$ cat src/rtl/tdm_demux_if.sv
// Serial-link and parallel-output bundle for tdm_demux.
// master drives the serial line and observes outputs; slave is the demux side.
interface tdm_demux_if #(
  parameter int NUM_CH   = 4,
  parameter int CH_WIDTH = 8
);
  // valid_in qualifies data_in and frame_sync; there is no backpressure, so every
  // valid bit is consumed in the cycle it is presented. Outputs are 1-cycle pulses.
  logic                         data_in;
  logic                         valid_in;
  logic                         frame_sync;
  logic [NUM_CH*CH_WIDTH-1:0]   ch_data;
  logic [NUM_CH-1:0]            ch_valid;
  logic                         frame_done;
  logic                         sync_err;
  logic                         parity_err;

  modport master (
    output data_in, valid_in, frame_sync,
    input  ch_data, ch_valid, frame_done, sync_err, parity_err
  );

  modport slave (
    input  data_in, valid_in, frame_sync,
    output ch_data, ch_valid, frame_done, sync_err, parity_err
  );
endinterface

$ cat src/rtl/tdm_demux.sv
// TDM serial receiver: tracks slot position, deserialises MSB-first channels into slices.
// Optional frame parity check enabled by defining TDM_DEMUX_PARITY_EN.
module tdm_demux #(
  parameter int NUM_CH   = 4,
  parameter int CH_WIDTH = 8
) (
  input  logic          clk_i,
  input  logic          rst_i,
  tdm_demux_if.slave    bus,
  output logic [1:0]    state_o
);
  localparam int BW = $clog2(CH_WIDTH);
  localparam int CW = $clog2(NUM_CH);
  localparam logic [BW-1:0] BIT_LAST = BW'(CH_WIDTH - 1);
  localparam logic [CW-1:0] CH_LAST  = CW'(NUM_CH - 1);

  localparam logic [1:0] S_HUNT = 2'd0;
  localparam logic [1:0] S_RECV = 2'd1;
  localparam logic [1:0] S_END  = 2'd2;
`ifdef TDM_DEMUX_PARITY_EN
  localparam logic [1:0] S_PAR  = 2'd3;
`endif

  logic [1:0]                 state_q, state_d;
  logic [BW-1:0]              bit_cnt_q, bit_cnt_d;
  logic [CW-1:0]              ch_cnt_q, ch_cnt_d;
  // Only CH_WIDTH-1 bits are stored; the final bit of a slot goes straight to its slice.
  logic [CH_WIDTH-2:0]        sr_q, sr_d;
  logic [NUM_CH*CH_WIDTH-1:0] data_q, data_d;
  logic [NUM_CH-1:0]          ch_valid_q, ch_valid_d;
  logic                       frame_done_q, frame_done_d;
  logic                       sync_err_q, sync_err_d;
  logic [CH_WIDTH-1:0]        word;
  logic                       start;
`ifdef TDM_DEMUX_PARITY_EN
  logic                       par_q, par_d;
  logic                       parity_err_q, parity_err_d;
`endif

  assign word = {sr_q, bus.data_in};

  always_comb begin
    state_d      = state_q;
    bit_cnt_d    = bit_cnt_q;
    ch_cnt_d     = ch_cnt_q;
    sr_d         = sr_q;
    data_d       = data_q;
    ch_valid_d   = '0;
    frame_done_d = 1'b0;
    sync_err_d   = 1'b0;
    start        = 1'b0;
`ifdef TDM_DEMUX_PARITY_EN
    par_d        = par_q;
    parity_err_d = 1'b0;
`endif
    if (bus.valid_in) begin
      case (state_q)
        S_HUNT: start = bus.frame_sync;
        S_RECV: begin
          if (bus.frame_sync) begin
            // Mid-frame sync: drop the partial slot and restart on this bit.
            sync_err_d = 1'b1;
            start      = 1'b1;
          end else begin
            sr_d = word[CH_WIDTH-2:0];
`ifdef TDM_DEMUX_PARITY_EN
            par_d = par_q ^ bus.data_in;
`endif
            if (bit_cnt_q == BIT_LAST) begin
              bit_cnt_d = '0;
              for (int k = 0; k < NUM_CH; k++) begin
                if (ch_cnt_q == CW'(k)) begin
                  data_d[k*CH_WIDTH +: CH_WIDTH] = word;
                  ch_valid_d[k] = 1'b1;
                end
              end
              if (ch_cnt_q == CH_LAST) begin
                ch_cnt_d = '0;
`ifdef TDM_DEMUX_PARITY_EN
                state_d = S_PAR;
`else
                state_d      = S_END;
                frame_done_d = 1'b1;
`endif
              end else begin
                ch_cnt_d = ch_cnt_q + 1'b1;
              end
            end else begin
              bit_cnt_d = bit_cnt_q + 1'b1;
            end
          end
        end
        S_END: begin
          if (bus.frame_sync) begin
            start = 1'b1;
          end else begin
            sync_err_d = 1'b1;
            state_d    = S_HUNT;
          end
        end
`ifdef TDM_DEMUX_PARITY_EN
        S_PAR: begin
          if (bus.frame_sync) begin
            sync_err_d = 1'b1;
            start      = 1'b1;
          end else begin
            frame_done_d = 1'b1;
            parity_err_d = par_q ^ bus.data_in;
            state_d      = S_END;
          end
        end
`endif
        default: state_d = S_HUNT;
      endcase
    end
    if (start) begin
      state_d   = S_RECV;
      bit_cnt_d = BW'(1);
      ch_cnt_d  = '0;
      sr_d      = '0;
      sr_d[0]   = bus.data_in;
`ifdef TDM_DEMUX_PARITY_EN
      par_d     = bus.data_in;
`endif
    end
  end

  always_ff @(posedge clk_i) begin
    if (rst_i) begin
      state_q      <= S_HUNT;
      bit_cnt_q    <= '0;
      ch_cnt_q     <= '0;
      sr_q         <= '0;
      data_q       <= '0;
      ch_valid_q   <= '0;
      frame_done_q <= 1'b0;
      sync_err_q   <= 1'b0;
`ifdef TDM_DEMUX_PARITY_EN
      par_q        <= 1'b0;
      parity_err_q <= 1'b0;
`endif
    end else begin
      state_q      <= state_d;
      bit_cnt_q    <= bit_cnt_d;
      ch_cnt_q     <= ch_cnt_d;
      sr_q         <= sr_d;
      data_q       <= data_d;
      ch_valid_q   <= ch_valid_d;
      frame_done_q <= frame_done_d;
      sync_err_q   <= sync_err_d;
`ifdef TDM_DEMUX_PARITY_EN
      par_q        <= par_d;
      parity_err_q <= parity_err_d;
`endif
    end
  end

  assign bus.ch_data    = data_q;
  assign bus.ch_valid   = ch_valid_q;
  assign bus.frame_done = frame_done_q;
  assign bus.sync_err   = sync_err_q;
`ifdef TDM_DEMUX_PARITY_EN
  assign bus.parity_err = parity_err_q;
`else
  assign bus.parity_err = 1'b0;
`endif
  assign state_o = state_q;
endmodule

$ cat src/flat_wrapper.sv
// flat-port wrapper written by rule: the top's interface ports become plain ports
module tdm_demux_flat 
#(
  parameter int NUM_CH   = 4,
  parameter int CH_WIDTH = 8
)
  (clk_i, rst_i, state_o, bus_data_in, bus_valid_in, bus_frame_sync, bus_ch_data, bus_ch_valid, bus_frame_done, bus_sync_err, bus_parity_err);
  tdm_demux_if #(.NUM_CH(NUM_CH), .CH_WIDTH(CH_WIDTH)) bus_i ();
  input  logic clk_i;
  input  logic rst_i;
  output logic [1:0] state_o;
  input wire logic [$bits(bus_i.data_in)-1:0] bus_data_in;
  input wire logic [$bits(bus_i.valid_in)-1:0] bus_valid_in;
  input wire logic [$bits(bus_i.frame_sync)-1:0] bus_frame_sync;
  output wire logic [$bits(bus_i.ch_data)-1:0] bus_ch_data;
  output wire logic [$bits(bus_i.ch_valid)-1:0] bus_ch_valid;
  output wire logic [$bits(bus_i.frame_done)-1:0] bus_frame_done;
  output wire logic [$bits(bus_i.sync_err)-1:0] bus_sync_err;
  output wire logic [$bits(bus_i.parity_err)-1:0] bus_parity_err;
  assign bus_i.data_in = bus_data_in;
  assign bus_i.valid_in = bus_valid_in;
  assign bus_i.frame_sync = bus_frame_sync;
  assign bus_ch_data = bus_i.ch_data;
  assign bus_ch_valid = bus_i.ch_valid;
  assign bus_frame_done = bus_i.frame_done;
  assign bus_sync_err = bus_i.sync_err;
  assign bus_parity_err = bus_i.parity_err;
  tdm_demux #(.NUM_CH(NUM_CH), .CH_WIDTH(CH_WIDTH)) u_core (.clk_i(clk_i), .rst_i(rst_i), .bus(bus_i), .state_o(state_o));
endmodule
$ cat config.mk
export PLATFORM = sky130hd
export DESIGN_NAME = tdm_demux_flat
export DESIGN_NICKNAME = d
export VERILOG_FILES = /design/src/rtl/tdm_demux_if.sv /design/src/rtl/tdm_demux.sv /design/src/flat_wrapper.sv
export SDC_FILE = /design/constraint.sdc
export NUM_CORES = 1
export LEC_CHECK = 0
export BUFFER_PORTS_ARGS = -buffer_cell sky130_fd_sc_hd__buf_2
export CORE_MARGIN = 3
export CORE_UTILIZATION = 35
export CTS_CLUSTER_SIZE = 30
export DETAILED_ROUTE_END_ITERATION = 8
export GPL_TIMING_DRIVEN = 1
export PLACE_DENSITY_LB_ADDON = 0.3
export SLEW_MARGIN = 15
export SYNTH_ARGS = -nofsm -noshare
export SYNTH_HDL_FRONTEND = slang
export SYNTH_SLANG_ARGS = --single-unit
$ cat constraint.sdc
create_clock -name clk_i -period 1.5 [get_ports clk_i]
set_input_delay 0.225 -clock clk_i [delete_from_list [all_inputs] [get_ports clk_i]]
set_output_delay 0.225 -clock clk_i [all_outputs]
set_load 0.01 [all_outputs]
==> impl_summary.txt <==
----------------------------------------------------
[Run status]
  Run status ... finished clean

[Setup path]
  End point of the critical path ... u_core.ch_cnt_q[0]
  Worst reg2reg setup slack ... 0.07 ns
  Critical path arrival ... 1.67 ns
  Setup Crit Path Kind ... register to register
  Launch instance of the worst register-to-register path ... u_core.bit_cnt_q[0]
  Number of cells on the worst reg-to-reg path ... 5
  Data required, critical path ... 1.74 ns
  Critical R2R Capture ... u_core.ch_cnt_q[0]
  Largest fanout on the critical path ... 9
  Kind of capture point of the worst setup path ... register
  Launching element of the worst setup path ... u_core.bit_cnt_q[0]
  CP startpoint kind ... register

[Yosys]
  Part of the Yosys area used for sequential elements ... 0.481
  Top cells by area, synth ... sky130_fd_sc_hd__dfxtp_1, sky130_fd_sc_hd__mux2i_1, sky130_fd_sc_hd__nand2b_1, sky130_fd_sc_hd__o21ai_0, sky130_fd_sc_hd__ha_1
  Number of enable-type register cells in the synthesized netlist ... 0
  Synth warnings ... 0
  Avg Cell Area, Syn ... 9.64 µm²
  Post-synth top flop ... sky130_fd_sc_hd__dfxtp_1
  Total nets after synthesis ... 231
  Fraction of post-synthesis cell area in the top cell type by area ... 0.481
  Total standard cell area after synthesis ... 2120 µm²
  Cell taking the most area after synthesis ... sky130_fd_sc_hd__dfxtp_1
  Post-synthesis sequential element count ... 51
  Yosys cell types ... 26
  Async set-reset flop share out of synthesis ... 0
  Cell count after synthesis ... 220

[Finish]
  Fraction of final layout cells with drive strength greater than 1 ... 0.288
  N_diodes ... 0
  Post-layout instance count excluding filler cells ... 343
  Total non-filler cell area in the finished layout ... 2610 µm²
  Syn-to-layout area delta ... 22.9%
  Final Net Count ... 281

[Floorplanning]
  Die outline area ... 7030 µm²
  Initial Util ... 0.374
  Number of core rows ... 27
  Die Wd ... 83.8 µm
  Area of the core ... 5680 µm²
  Number of top-level pins ... 46
  Die Y-Extent ... 83.8 µm

[Pwr]
  Switching power of the nets ... 0.511 mW
  Combinational power share ... 0.044
  Static leakage ... 1.18 nW
  Worst vdd ir ... 0.000454 V
  Ratio of total power to cell area ... 927 nW/µm²
  Internal power ... 1.91 mW
  Sequential power share ... 0.564
  Switching power share of the total ... 0.212
  Clock Power Share ... 0.392

[GRT]
  Met1 Track Usage GR ... 0.171
  Maximum number of pins on one net before global-route repair ... 30
  Global Route met3 Usage ... 0.0385
  GR Util met2 ... 0.205
  Total overflow reported by the global router ... 0
  Number of global-route vias before repair ... 1509
  Initial antenna violation count ... 0
  Total routing resource utilization after global routing ... 0.131
  Wire length of the first global-routing pass ... 7360 µm
  Highest-utilization routing layer at the global route stage ... met2

[CTS]
  Clock transition at the registers of the reported paths ... 0.09 ns
  CTS H-tree lvls ... 2
  Number of buffers created by CTS ... 5
  Number of clock sinks ... 51
  Clock latency at the later pin of the worst-skew pair ... 0.30 ns
  Post-CTS Hold Fix Bufs ... 0
  Maximum clock insertion buffer count ... 2
  Clock tree from TritonCTS ... done
  Root buffer cell ... sky130_fd_sc_hd__clkbuf_8

[Routing]
  Detailed-route wire length ... 4610 µm
  DRC marker count from the first detailed-route iteration ... 41
  Drc violations ... 0
  Number of antenna-violating nets in the routed design ... 0
  First-pass detailed-route iteration total ... 4
  Routed wire per std cell ... 13.4 µm
  Vias after detailed routing ... 1651
  DR vias/cell ... 4.81

[STA]
  Final setup violation count ... 0
  Worst-case setup margin in the final layout ... 0.0729 ns
  Worst slack on hold paths ... 0.256 ns
  Maximum clock rate ... 701 MHz
  Clock tree skew after final layout ... 0.00560 ns
  Period Utilization, post-route ... 0.951
  Final slew viol count ... 0
  Clock period minus final worst setup slack ... 1.43 ns
  Final hold violation count ... 0
  Setup_tns ... 0 ns

[Placement]
  Routability congestion estimate ... 0.732
  Port buffer count ... 44
  Worst setup timing slack at the placement stage ... -0.0318 ns
  Detailed Place HPWL ... 3300 µm
  Placed Instance Area ... 2460 µm²
  Placed Cells ... 334

[Min path]
  Kind of path behind the tightest hold check ... input port to register

[Job]
  Maxcap violations ... 0

----------------------------------------------------
==> registers in the layout, indices dropped and copies added, names as in the netlist <==
register             cells
u_core.bus.ch_data      32
u_core.sr_q              7
u_core.bus.ch_valid      4
u_core.bit_cnt_q         3
u_core.ch_cnt_q          2
u_core.state_o           2
u_core.bus.sync_err      1
==> power by group through the flow <==
stage,Sequential (mW),Combinational [mW],Clock [mW]
finish,1.36,0.106,0.948
global route,1.36,0.115,1.04
CTS,1.36,0.106,0.983
detailed placement,1.39,0.106,0
global placement,1.39,0.106,0
floorplan,1.40,0.0666,0
==> per-stage QoR <==
stage,utilization,total power [mW]
floorplan,-,1.46
global placement,0.434,1.50
detailed placement,0.434,1.50
CTS,0.455,2.45
global route,0.459,2.52
finish,0.459,2.42
==> routing by layer <==
metal	up-vias	part of all wire
met1	771	0.47
met3	7	0.054
met5	-	0
li1	830	-
met2	43	0.46
met4	0	0.016
==> cells in the mapped netlist (2+ instances only) <==
master,number
sky130_fd_sc_hd__nor3b_1,2
sky130_fd_sc_hd__nand2_1,18
sky130_fd_sc_hd__dfxtp_1,51
sky130_fd_sc_hd__ha_1,6
sky130_fd_sc_hd__nor2_1,4
sky130_fd_sc_hd__and3_1,2
sky130_fd_sc_hd__inv_1,4
sky130_fd_sc_hd__buf_2,7
sky130_fd_sc_hd__nand3_2,2
sky130_fd_sc_hd__nor2b_1,11
sky130_fd_sc_hd__clkbuf_1,6
sky130_fd_sc_hd__nand3_1,3
sky130_fd_sc_hd__o21ai_0,20
sky130_fd_sc_hd__buf_4,3
sky130_fd_sc_hd__a21oi_1,14
sky130_fd_sc_hd__nand2b_1,33
sky130_fd_sc_hd__mux2i_1,25
==> cells in the final DEF (no fill, tap or decap), types with 5 or more instances in the layout <==
cell type / count
sky130_fd_sc_hd__buf_4: 15
sky130_fd_sc_hd__nor2b_1: 11
sky130_fd_sc_hd__dfxtp_1: 49
sky130_fd_sc_hd__a21oi_1: 13
sky130_fd_sc_hd__clkbuf_8: 5
sky130_fd_sc_hd__mux2i_1: 25
sky130_fd_sc_hd__buf_2: 44
sky130_fd_sc_hd__o21ai_0: 20
sky130_fd_sc_hd__nand2b_1: 33
sky130_fd_sc_hd__nand2_1: 18
==> repair_timing <==
action,4_1_cts,5_1_grt
setup endpoints to repair,4,9
setup buffers,0,1
resized for setup,1,5
==> critical path, cell delays in order, from the launching register on <==
cell and delay, ns:
sky130_fd_sc_hd__dfxtp_2 0.34, sky130_fd_sc_hd__ha_2 0.18, sky130_fd_sc_hd__ha_4 0.18, sky130_fd_sc_hd__inv_1 0.06, sky130_fd_sc_hd__or4_1 0.49, sky130_fd_sc_hd__a21oi_2 0.13
==> how the worst min path moves through the flow <==
stage / cells past startpoint / end / slack, ns / start
floorplan: 2 / u_core.sr_q[1] / 0.43 / u_core.sr_q[0]
global placement: 2 / u_core.bit_cnt_q[1] / 0.44 / u_core.bit_cnt_q[1]
detailed placement: 2 / u_core.sr_q[6] / 0.46 / u_core.sr_q[6]
CTS: 3 / u_core.state_o[0] / 0.25 / bus_valid_in
global route: 3 / u_core.state_o[0] / 0.25 / bus_valid_in
finish: 3 / u_core.state_o[0] / 0.26 / bus_valid_in
==> logic make-up after synthesis <==
group | after synthesis | synth area share
AO/OA/AOI/OAI | 37 | 0.0920
adder cells (fa/ha/maj) | 6 | 0.0354
buffers and inverters | 21 | 0.0501
flip-flops | 51 | 0.481
multiplexers | 25 | 0.118
other | 1 | 0.00177
AND/OR/NAND/NOR | 79 | 0.221
==> cell type report <==
class | instances | area (µm²)
well taps | 72 | 90.1
fillers | 557 | 3070
repair buffers | 60 | 353
clock inverters | 3 | 43.8
clock buffers | 5 | 68.8
flip-flops and latches | 51 | 1020
inverters | 4 | 15.0
multi-input cells | 148 | 1010
Power figures use the tool's default switching activity.
